**src/rtl/mc_control_alu_if.sv**
```systemverilog
// Bus bundle for the multicycle control/ALU core.
// master drives instruction and operands; slave is the core.
interface mc_control_alu_if;
    logic [31:0] instr;
    logic [31:0] srcA;
    logic [31:0] srcB;
    logic [31:0] pcQ;
    logic [31:0] aluResult;
    logic        zero;
    logic [31:0] pcPlus4;
    logic [4:0]  aluControl;
    logic        IorD;
    logic        ALUSrcA;
    logic        regDst;
    logic        memToReg;
    logic [1:0]  ALUSrcB;
    logic [1:0]  PCSrc;
    logic        IRWrite;
    logic        memWrite;
    logic        regWriteEnable;
    logic        PCWrite;
    logic        branchEnable;
    logic        jump;
    logic        jumpReg;
    logic        PCWriteEn;
    logic [3:0]  state;

    modport master (
        output instr, srcA, srcB, pcQ,
        input  aluResult, zero, pcPlus4, aluControl,
        input  IorD, ALUSrcA, regDst, memToReg, ALUSrcB, PCSrc,
        input  IRWrite, memWrite, regWriteEnable, PCWrite,
        input  branchEnable, jump, jumpReg, PCWriteEn, state
    );

    modport slave (
        input  instr, srcA, srcB, pcQ,
        output aluResult, zero, pcPlus4, aluControl,
        output IorD, ALUSrcA, regDst, memToReg, ALUSrcB, PCSrc,
        output IRWrite, memWrite, regWriteEnable, PCWrite,
        output branchEnable, jump, jumpReg, PCWriteEn, state
    );
endinterface

```
**src/rtl/mc_control_alu.sv**
```systemverilog
// Multicycle MIPS-subset control FSM, 32-bit ALU and PC+4 adder.
// Outputs are decoded combinationally from the current state and instr.
module mc_control_alu (
    input logic              clock,
    input logic              reset,
    mc_control_alu_if.slave  bus
);

    typedef enum logic [3:0] {
        S_FETCH    = 4'd0,
        S_DECODE   = 4'd1,
        S_MEMADR   = 4'd2,
        S_MEMREAD  = 4'd3,
        S_MEMWB    = 4'd4,
        S_MEMWRITE = 4'd5,
        S_EXECUTE  = 4'd6,
        S_ALUWB    = 4'd7,
        S_BRANCH   = 4'd8,
        S_ADDIEXEC = 4'd9,
        S_ADDIWB   = 4'd10,
        S_JUMP     = 4'd11,
        S_JR       = 4'd12
    } state_t;

    localparam logic [4:0] ALU_ADD = 5'b00010;
    localparam logic [4:0] ALU_SUB = 5'b00110;
    localparam logic [4:0] ALU_AND = 5'b00000;
    localparam logic [4:0] ALU_OR  = 5'b00001;
    localparam logic [4:0] ALU_XOR = 5'b00011;
    localparam logic [4:0] ALU_NOR = 5'b01100;
    localparam logic [4:0] ALU_SLT = 5'b00111;

    localparam logic [5:0] OP_RTYPE = 6'b000000;
    localparam logic [5:0] OP_LW    = 6'b100011;
    localparam logic [5:0] OP_SW    = 6'b101011;
    localparam logic [5:0] OP_BEQ   = 6'b000100;
    localparam logic [5:0] OP_ADDI  = 6'b001000;
    localparam logic [5:0] OP_J     = 6'b000010;
    localparam logic [5:0] FN_JR    = 6'b001000;

    state_t      state_q;
    state_t      state_d;
    logic [5:0]  opcode;
    logic [5:0]  funct;
    logic [4:0]  funct_ctl;
    logic [4:0]  alu_ctl;
    logic [31:0] alu_res;
    logic        irwrite_raw;
    logic        memwrite_raw;
    logic        regwrite_raw;
    logic        pcwrite_raw;
    logic        branch_en;

    assign opcode = bus.instr[31:26];
    assign funct  = bus.instr[5:0];

    // Next-state selection; DECODE dispatches on opcode/funct.
    always_comb begin
        state_d = S_FETCH;
        case (state_q)
            S_FETCH:  state_d = S_DECODE;
            S_DECODE: begin
                case (opcode)
                    OP_LW, OP_SW: state_d = S_MEMADR;
                    OP_RTYPE:     state_d = (funct == FN_JR) ? S_JR : S_EXECUTE;
                    OP_BEQ:       state_d = S_BRANCH;
                    OP_ADDI:      state_d = S_ADDIEXEC;
                    OP_J:         state_d = S_JUMP;
                    default:      state_d = S_FETCH;
                endcase
            end
            S_MEMADR:   state_d = (opcode == OP_SW) ? S_MEMWRITE : S_MEMREAD;
            S_MEMREAD:  state_d = S_MEMWB;
            S_EXECUTE:  state_d = S_ALUWB;
            S_ADDIEXEC: state_d = S_ADDIWB;
            default:    state_d = S_FETCH;
        endcase
    end

    // State register; reset aborts whatever instruction is in flight.
    always_ff @(posedge clock) begin
        if (reset) begin
            state_q <= S_FETCH;
        end else begin
            state_q <= state_d;
        end
    end

    // R-type funct to ALU operation; unknown functs execute as add.
    always_comb begin
        funct_ctl = ALU_ADD;
        case (funct)
            6'b100010: funct_ctl = ALU_SUB;
            6'b100100: funct_ctl = ALU_AND;
            6'b100101: funct_ctl = ALU_OR;
            6'b100110: funct_ctl = ALU_XOR;
            6'b100111: funct_ctl = ALU_NOR;
            6'b101010: funct_ctl = ALU_SLT;
            default:   funct_ctl = ALU_ADD;
        endcase
    end

    // Moore control decode; write enables are gated by reset below.
    always_comb begin
        bus.IorD       = 1'b0;
        bus.ALUSrcA    = 1'b0;
        bus.regDst     = 1'b0;
        bus.memToReg   = 1'b0;
        bus.ALUSrcB    = 2'b00;
        bus.PCSrc      = 2'b00;
        bus.jump       = 1'b0;
        bus.jumpReg    = 1'b0;
        alu_ctl        = ALU_ADD;
        irwrite_raw    = 1'b0;
        memwrite_raw   = 1'b0;
        regwrite_raw   = 1'b0;
        pcwrite_raw    = 1'b0;
        branch_en      = 1'b0;
        case (state_q)
            S_FETCH: begin
                bus.ALUSrcB = 2'b01;
                irwrite_raw = 1'b1;
                pcwrite_raw = 1'b1;
            end
            S_DECODE: bus.ALUSrcB = 2'b11;
            S_MEMADR, S_ADDIEXEC: begin
                bus.ALUSrcA = 1'b1;
                bus.ALUSrcB = 2'b10;
            end
            S_MEMREAD: bus.IorD = 1'b1;
            S_MEMWB: begin
                bus.memToReg = 1'b1;
                regwrite_raw = 1'b1;
            end
            S_MEMWRITE: begin
                bus.IorD     = 1'b1;
                memwrite_raw = 1'b1;
            end
            S_EXECUTE: begin
                bus.ALUSrcA = 1'b1;
                alu_ctl     = funct_ctl;
            end
            S_ALUWB: begin
                bus.regDst   = 1'b1;
                regwrite_raw = 1'b1;
            end
            S_BRANCH: begin
                bus.ALUSrcA = 1'b1;
                alu_ctl     = ALU_SUB;
                bus.PCSrc   = 2'b01;
                branch_en   = 1'b1;
            end
            S_ADDIWB: regwrite_raw = 1'b1;
            S_JUMP: begin
                bus.PCSrc   = 2'b10;
                pcwrite_raw = 1'b1;
                bus.jump    = 1'b1;
            end
            S_JR: begin
                bus.PCSrc   = 2'b11;
                pcwrite_raw = 1'b1;
                bus.jumpReg = 1'b1;
            end
            default: ;
        endcase
    end

    // 32-bit ALU; add/sub wrap, slt is signed.
    always_comb begin
        alu_res = 32'd0;
        case (alu_ctl)
            ALU_ADD: alu_res = bus.srcA + bus.srcB;
            ALU_SUB: alu_res = bus.srcA - bus.srcB;
            ALU_AND: alu_res = bus.srcA & bus.srcB;
            ALU_OR:  alu_res = bus.srcA | bus.srcB;
            ALU_XOR: alu_res = bus.srcA ^ bus.srcB;
            ALU_NOR: alu_res = ~(bus.srcA | bus.srcB);
            ALU_SLT: alu_res = ($signed(bus.srcA) < $signed(bus.srcB)) ? 32'd1 : 32'd0;
            default: alu_res = 32'd0;
        endcase
    end

    assign bus.aluResult      = alu_res;
    assign bus.zero           = (alu_res == 32'd0);
    assign bus.aluControl     = alu_ctl;
    assign bus.pcPlus4        = bus.pcQ + 32'd4;
    assign bus.branchEnable   = branch_en;
    assign bus.IRWrite        = irwrite_raw & ~reset;
    assign bus.memWrite       = memwrite_raw & ~reset;
    assign bus.regWriteEnable = regwrite_raw & ~reset;
    assign bus.PCWrite        = pcwrite_raw & ~reset;
    assign bus.PCWriteEn      = ~reset & (pcwrite_raw | (branch_en & bus.zero));
    assign bus.state          = state_q;

endmodule

```
**src/flat_wrapper.sv**
```systemverilog
// flat-port wrapper written by rule: the top's interface ports become plain ports
module mc_control_alu_flat 
  (clock, reset, bus_instr, bus_srcA, bus_srcB, bus_pcQ, bus_aluResult, bus_zero, bus_pcPlus4, bus_aluControl, bus_IorD, bus_ALUSrcA, bus_regDst, bus_memToReg, bus_ALUSrcB, bus_PCSrc, bus_IRWrite, bus_memWrite, bus_regWriteEnable, bus_PCWrite, bus_branchEnable, bus_jump, bus_jumpReg, bus_PCWriteEn, bus_state);
  mc_control_alu_if bus_i ();
  input logic clock;
  input logic reset;
  input wire logic [$bits(bus_i.instr)-1:0] bus_instr;
  input wire logic [$bits(bus_i.srcA)-1:0] bus_srcA;
  input wire logic [$bits(bus_i.srcB)-1:0] bus_srcB;
  input wire logic [$bits(bus_i.pcQ)-1:0] bus_pcQ;
  output wire logic [$bits(bus_i.aluResult)-1:0] bus_aluResult;
  output wire logic [$bits(bus_i.zero)-1:0] bus_zero;
  output wire logic [$bits(bus_i.pcPlus4)-1:0] bus_pcPlus4;
  output wire logic [$bits(bus_i.aluControl)-1:0] bus_aluControl;
  output wire logic [$bits(bus_i.IorD)-1:0] bus_IorD;
  output wire logic [$bits(bus_i.ALUSrcA)-1:0] bus_ALUSrcA;
  output wire logic [$bits(bus_i.regDst)-1:0] bus_regDst;
  output wire logic [$bits(bus_i.memToReg)-1:0] bus_memToReg;
  output wire logic [$bits(bus_i.ALUSrcB)-1:0] bus_ALUSrcB;
  output wire logic [$bits(bus_i.PCSrc)-1:0] bus_PCSrc;
  output wire logic [$bits(bus_i.IRWrite)-1:0] bus_IRWrite;
  output wire logic [$bits(bus_i.memWrite)-1:0] bus_memWrite;
  output wire logic [$bits(bus_i.regWriteEnable)-1:0] bus_regWriteEnable;
  output wire logic [$bits(bus_i.PCWrite)-1:0] bus_PCWrite;
  output wire logic [$bits(bus_i.branchEnable)-1:0] bus_branchEnable;
  output wire logic [$bits(bus_i.jump)-1:0] bus_jump;
  output wire logic [$bits(bus_i.jumpReg)-1:0] bus_jumpReg;
  output wire logic [$bits(bus_i.PCWriteEn)-1:0] bus_PCWriteEn;
  output wire logic [$bits(bus_i.state)-1:0] bus_state;
  assign bus_i.instr = bus_instr;
  assign bus_i.srcA = bus_srcA;
  assign bus_i.srcB = bus_srcB;
  assign bus_i.pcQ = bus_pcQ;
  assign bus_aluResult = bus_i.aluResult;
  assign bus_zero = bus_i.zero;
  assign bus_pcPlus4 = bus_i.pcPlus4;
  assign bus_aluControl = bus_i.aluControl;
  assign bus_IorD = bus_i.IorD;
  assign bus_ALUSrcA = bus_i.ALUSrcA;
  assign bus_regDst = bus_i.regDst;
  assign bus_memToReg = bus_i.memToReg;
  assign bus_ALUSrcB = bus_i.ALUSrcB;
  assign bus_PCSrc = bus_i.PCSrc;
  assign bus_IRWrite = bus_i.IRWrite;
  assign bus_memWrite = bus_i.memWrite;
  assign bus_regWriteEnable = bus_i.regWriteEnable;
  assign bus_PCWrite = bus_i.PCWrite;
  assign bus_branchEnable = bus_i.branchEnable;
  assign bus_jump = bus_i.jump;
  assign bus_jumpReg = bus_i.jumpReg;
  assign bus_PCWriteEn = bus_i.PCWriteEn;
  assign bus_state = bus_i.state;
  mc_control_alu u_core (.clock(clock), .reset(reset), .bus(bus_i));
endmodule
```
**config.mk**
```make
export PLATFORM = sky130hd
export DESIGN_NAME = mc_control_alu_flat
export DESIGN_NICKNAME = d
export VERILOG_FILES = /design/src/rtl/mc_control_alu_if.sv /design/src/rtl/mc_control_alu.sv /design/src/flat_wrapper.sv
export SDC_FILE = /design/constraint.sdc
export NUM_CORES = 1
export LEC_CHECK = 0
export ABC_CLOCK_PERIOD_IN_PS = 9060
export CORE_MARGIN = 3
export CORE_UTILIZATION = 50
export CTS_BUF_LIST = sky130_fd_sc_hd__clkbuf_8
export DETAILED_ROUTE_END_ITERATION = 7
export PLACE_DENSITY_LB_ADDON = 0.2
export SLEW_MARGIN = 20
export SYNTH_ARGS = -nofsm -noshare
export SYNTH_HDL_FRONTEND = slang
export SYNTH_SLANG_ARGS = --single-unit
```
**constraint.sdc**
```tcl
create_clock -name clock -period 9.06 [get_ports clock]
set_input_delay 1.812 -clock clock [delete_from_list [all_inputs] [get_ports clock]]
set_output_delay 1.812 -clock clock [all_outputs]
set_load 0.02 [all_outputs]
```
==> results.md <==
* Status: finished clean
* Worst hold path type: register to register
* WP buf/inv at 4
* First-pass DRT Iterations at 6
* Syn nets at around 1.4k
* Initial antenna violation count at 0
* Ports at 220
* Post-synth EDFFs at 0
* FF-to-FF Start: u_core.bus.state[0]
* Fillers at between 1k and 1.5k
* Port-buffer cells at around 190
* Core box area at 14600 um2
* Max-slew violation count at 0
* Pwr Density at a little under 70 nW/um2
* Switch share at between 50% and 60%
* H-tree levels at 1
* CP Capture Type: output port
* CP Class: input pin to output port
* Starting Density at 51.3%
* Vias in the first global route at around 8.7k
* Area growth, synth to finish at 27.9%
* FF-to-FF path depth at 4
* Lkg Pwr at 4.02 nW
* Area share of the largest cell type after synthesis at a little under a fifth
* CP max FO at 12
* Reg power frac at 3.1%
* Stages on the worst setup path at 16
* Seq/Total Area, Yosys at 1.07%
* Hold buffer count at cts at 0
* Most used cell, CP: clkdlybuf4s50_1
* Comb power frac at 91.2%
* Hold path depth at 1
* DRC viols at 0
* Routed wire length at 30.2 mm
* Clock-pin slew on the worst setup and hold paths at 0.03 ns
* CP Capture Point: bus_PCWriteEn
* Max reg flops at 4
* Share of cells above drive strength 1 at under 10%
* RR Endpoint: u_core.bus.state[2]
* Longest Clk Path Bufs at 2
* Clock sinks at 4
* Max_cap viols at 0
* Skew-Pair Late Insertion Delay at 0.22 ns
* Post-detailed-route count of antenna-violating nets at 0
* N_diodes at 0
* GR Overflow Total at 0
* First-pass GRT wire length at between 40 and 50 mm
* Tot Pwr at around 0.00066 W
* CTS Buf Count at 3
* Net Switching at 0.000360 W
* Nets at roughly 1.5k
* WL per Instance at 20.7 um
* Worst path cell trace: clkdlybuf4s50_1, inv_1, ha_1, a21oi_1, o221ai_2, a311oi_1, o21ai_0, xnor2_1, a211o_1, nor4b_1, nand4bb_1, nor4_1, buf_4, nand4b_1, o21bai_1, clkdlybuf4s50_1
* Die X at 129 um
* Flop-to-flop setup slack at 7.29 ns
* Site Rows at 44
* Crit-path leading delay family: compound AO/OA/AOI/OAI gates
* Synthesis-stage register bit count at 4
* Setup TNS at 0 ns
* CP Launch Type: input pin
* Slew headroom at 31.9%
* Maximum VDD drop at between 0.00004 and 0.00005 V
* Gr usage total at 34.4%
* Worst setup startpoint: bus_srcB[4]
* Yosys warns at 0
* Clk pwr share at 5.7%
* Tcrit/Tclk final at 95.0%
* Largest net degree at the start of global routing at 27
* Final HPWL DP at 24.3 mm
* Setup Buffers After CTS at 0
* Commonest cells in the netlist: 114 x ha_1, 110 x inv_1, 102 x a21oi_1, 83 x nor2_1, 77 x nand2_1
* Worst path slowest cell: a311oi_1
* Top FF cell, synth: dfxtp_1
* Layout Skew at 0.00344 ns
* RSZ-0062 raised after global routing: false
* Required time worst endpoint at 7.25 ns
* Share of flip-flops with an asynchronous set or reset at 0%
* Root buf cell: clkbuf_8
* Final hold viol count at 0
* Worst-Margin Slew at 1.01 ns
* Die Ht at roughly 130 um
* Syn_area_per_cell at 6.71 um2
* Min cycle time layout at approximately 8.6 ns
* Total number of vias at roughly 9.3k
* CP peak stage delay at 0.67 ns
* CTS resizes at 0
* Setup-failing EPs final at 0
* CP arrival at just under 7 ns
* Initial DRC count at 1024
* Die area at 16500 um2
* TritonCTS clock tree: built
* Area leader, netlist: ha_1
* Cell area after synthesis at 7510 um2
* Top-count cell post-synth: ha_1
* Synth area leaders: ha_1 19%, a21oi_1 6.8%, xnor2_1 6.5%
* Synth unique cells at between 90 and 100
* Synth Instances at 1120
* Vias/cell at 6.39
* RePlAce Congestion at 1.02
* Internal power at 0.000302 W
* Peak Freq at about 120 MHz
* Hold path start: u_core.bus.state[2]
-- cells in the final DEF, fill, tap and decap left out, types with 17 or more instances in the layout --
master	Yosys	final
a21oi_1	102	102
nor2_1	83	83
nand3_1	35	35
clkdlybuf4s50_1	0	193
buf_4	9	26
nand2_1	77	77
ha_1	114	114
xnor2_1	56	56
inv_1	110	110
o21ai_0	50	50
a31oi_1	17	17
nor3_1	35	35
a22oi_1	22	22
-- worst min path at each step --
stage                                to  slack (ns)
detailed placement  u_core.bus.state[3]        0.76
CTS                 u_core.bus.state[3]        0.77
global placement    u_core.bus.state[3]        0.74
finish              u_core.bus.state[3]        0.78
floorplan           u_core.bus.state[0]        0.79
global route        u_core.bus.state[3]        0.81
-- stage by stage --
step	worst slack, ns	instances	hold WS (ns)	utilization (%)	area [um2]
finish	0.454	1457	0.781	65.6	9610
global route	0.260	1457	0.806	65.6	9610
CTS	0.573	1457	0.766	65.6	9610
detailed placement	0.578	1454	0.762	65.4	9570
global placement	0.557	1454	0.745	65.4	9570
floorplan	2.08	1120	0.785	-	7510
-- area by class of cell --
| type | count | area [um2] | area share, % |
|---|---|---|---|
| Clock buffer | 3 | 41.3 | 0.430 |
| Inverter | 110 | 413 | 4.30 |
| Multi-Input combinational cell | 936 | 6720 | 69.9 |
| Sequential cell | 4 | 80.1 | 0.833 |
| Tap cell | 184 | 230 | 2.40 |
| Timing Repair Buffer | 220 | 2130 | 22.2 |
-- cell families (layout without fill, tap and decap cells) --
| kind of cell | Yosys count | in the layout | share of synthesized area, % |
|---|---|---|---|
| compound gates | 377 | 377 | 34.8 |
| xor+xnor | 72 | 72 | 8.39 |
| fa+ha+maj | 116 | 116 | 19.5 |
| buf+inv | 180 | 333 | 9.83 |
| flops | 4 | 4 | 1.07 |
| mux | 13 | 13 | 1.78 |
| other cells | 1 | 1 | 0.0499 |
| simple gates | 357 | 357 | 24.6 |
-- layer usage --
metal / GRT usage, % / vias up / share of wire, % / wire length [um]
met1: 45.2 / 4247 / 41 / 12300
met5: 0 / - / 0 / 0
met4: 14.8 / 0 / 5.0 / 1510
met2: 56.3 / 565 / 45 / 13500
met3: 4.98 / 113 / 9.6 / 2880
li1: - / 4392 / - / -
-- power by group through the flow --
stage | registers, W | clock network, W | logic [W]
global route | 0.0000207 | 0.0000400 | 0.000644
CTS | 0.0000204 | 0.0000379 | 0.000591
global placement | 0.0000207 | 0 | 0.000583
floorplan | 0.0000199 | 0 | 0.000357
finish | 0.0000205 | 0.0000375 | 0.000604
detailed placement | 0.0000207 | 0 | 0.000587
No activity file was read; power rests on OpenSTA's default activity.
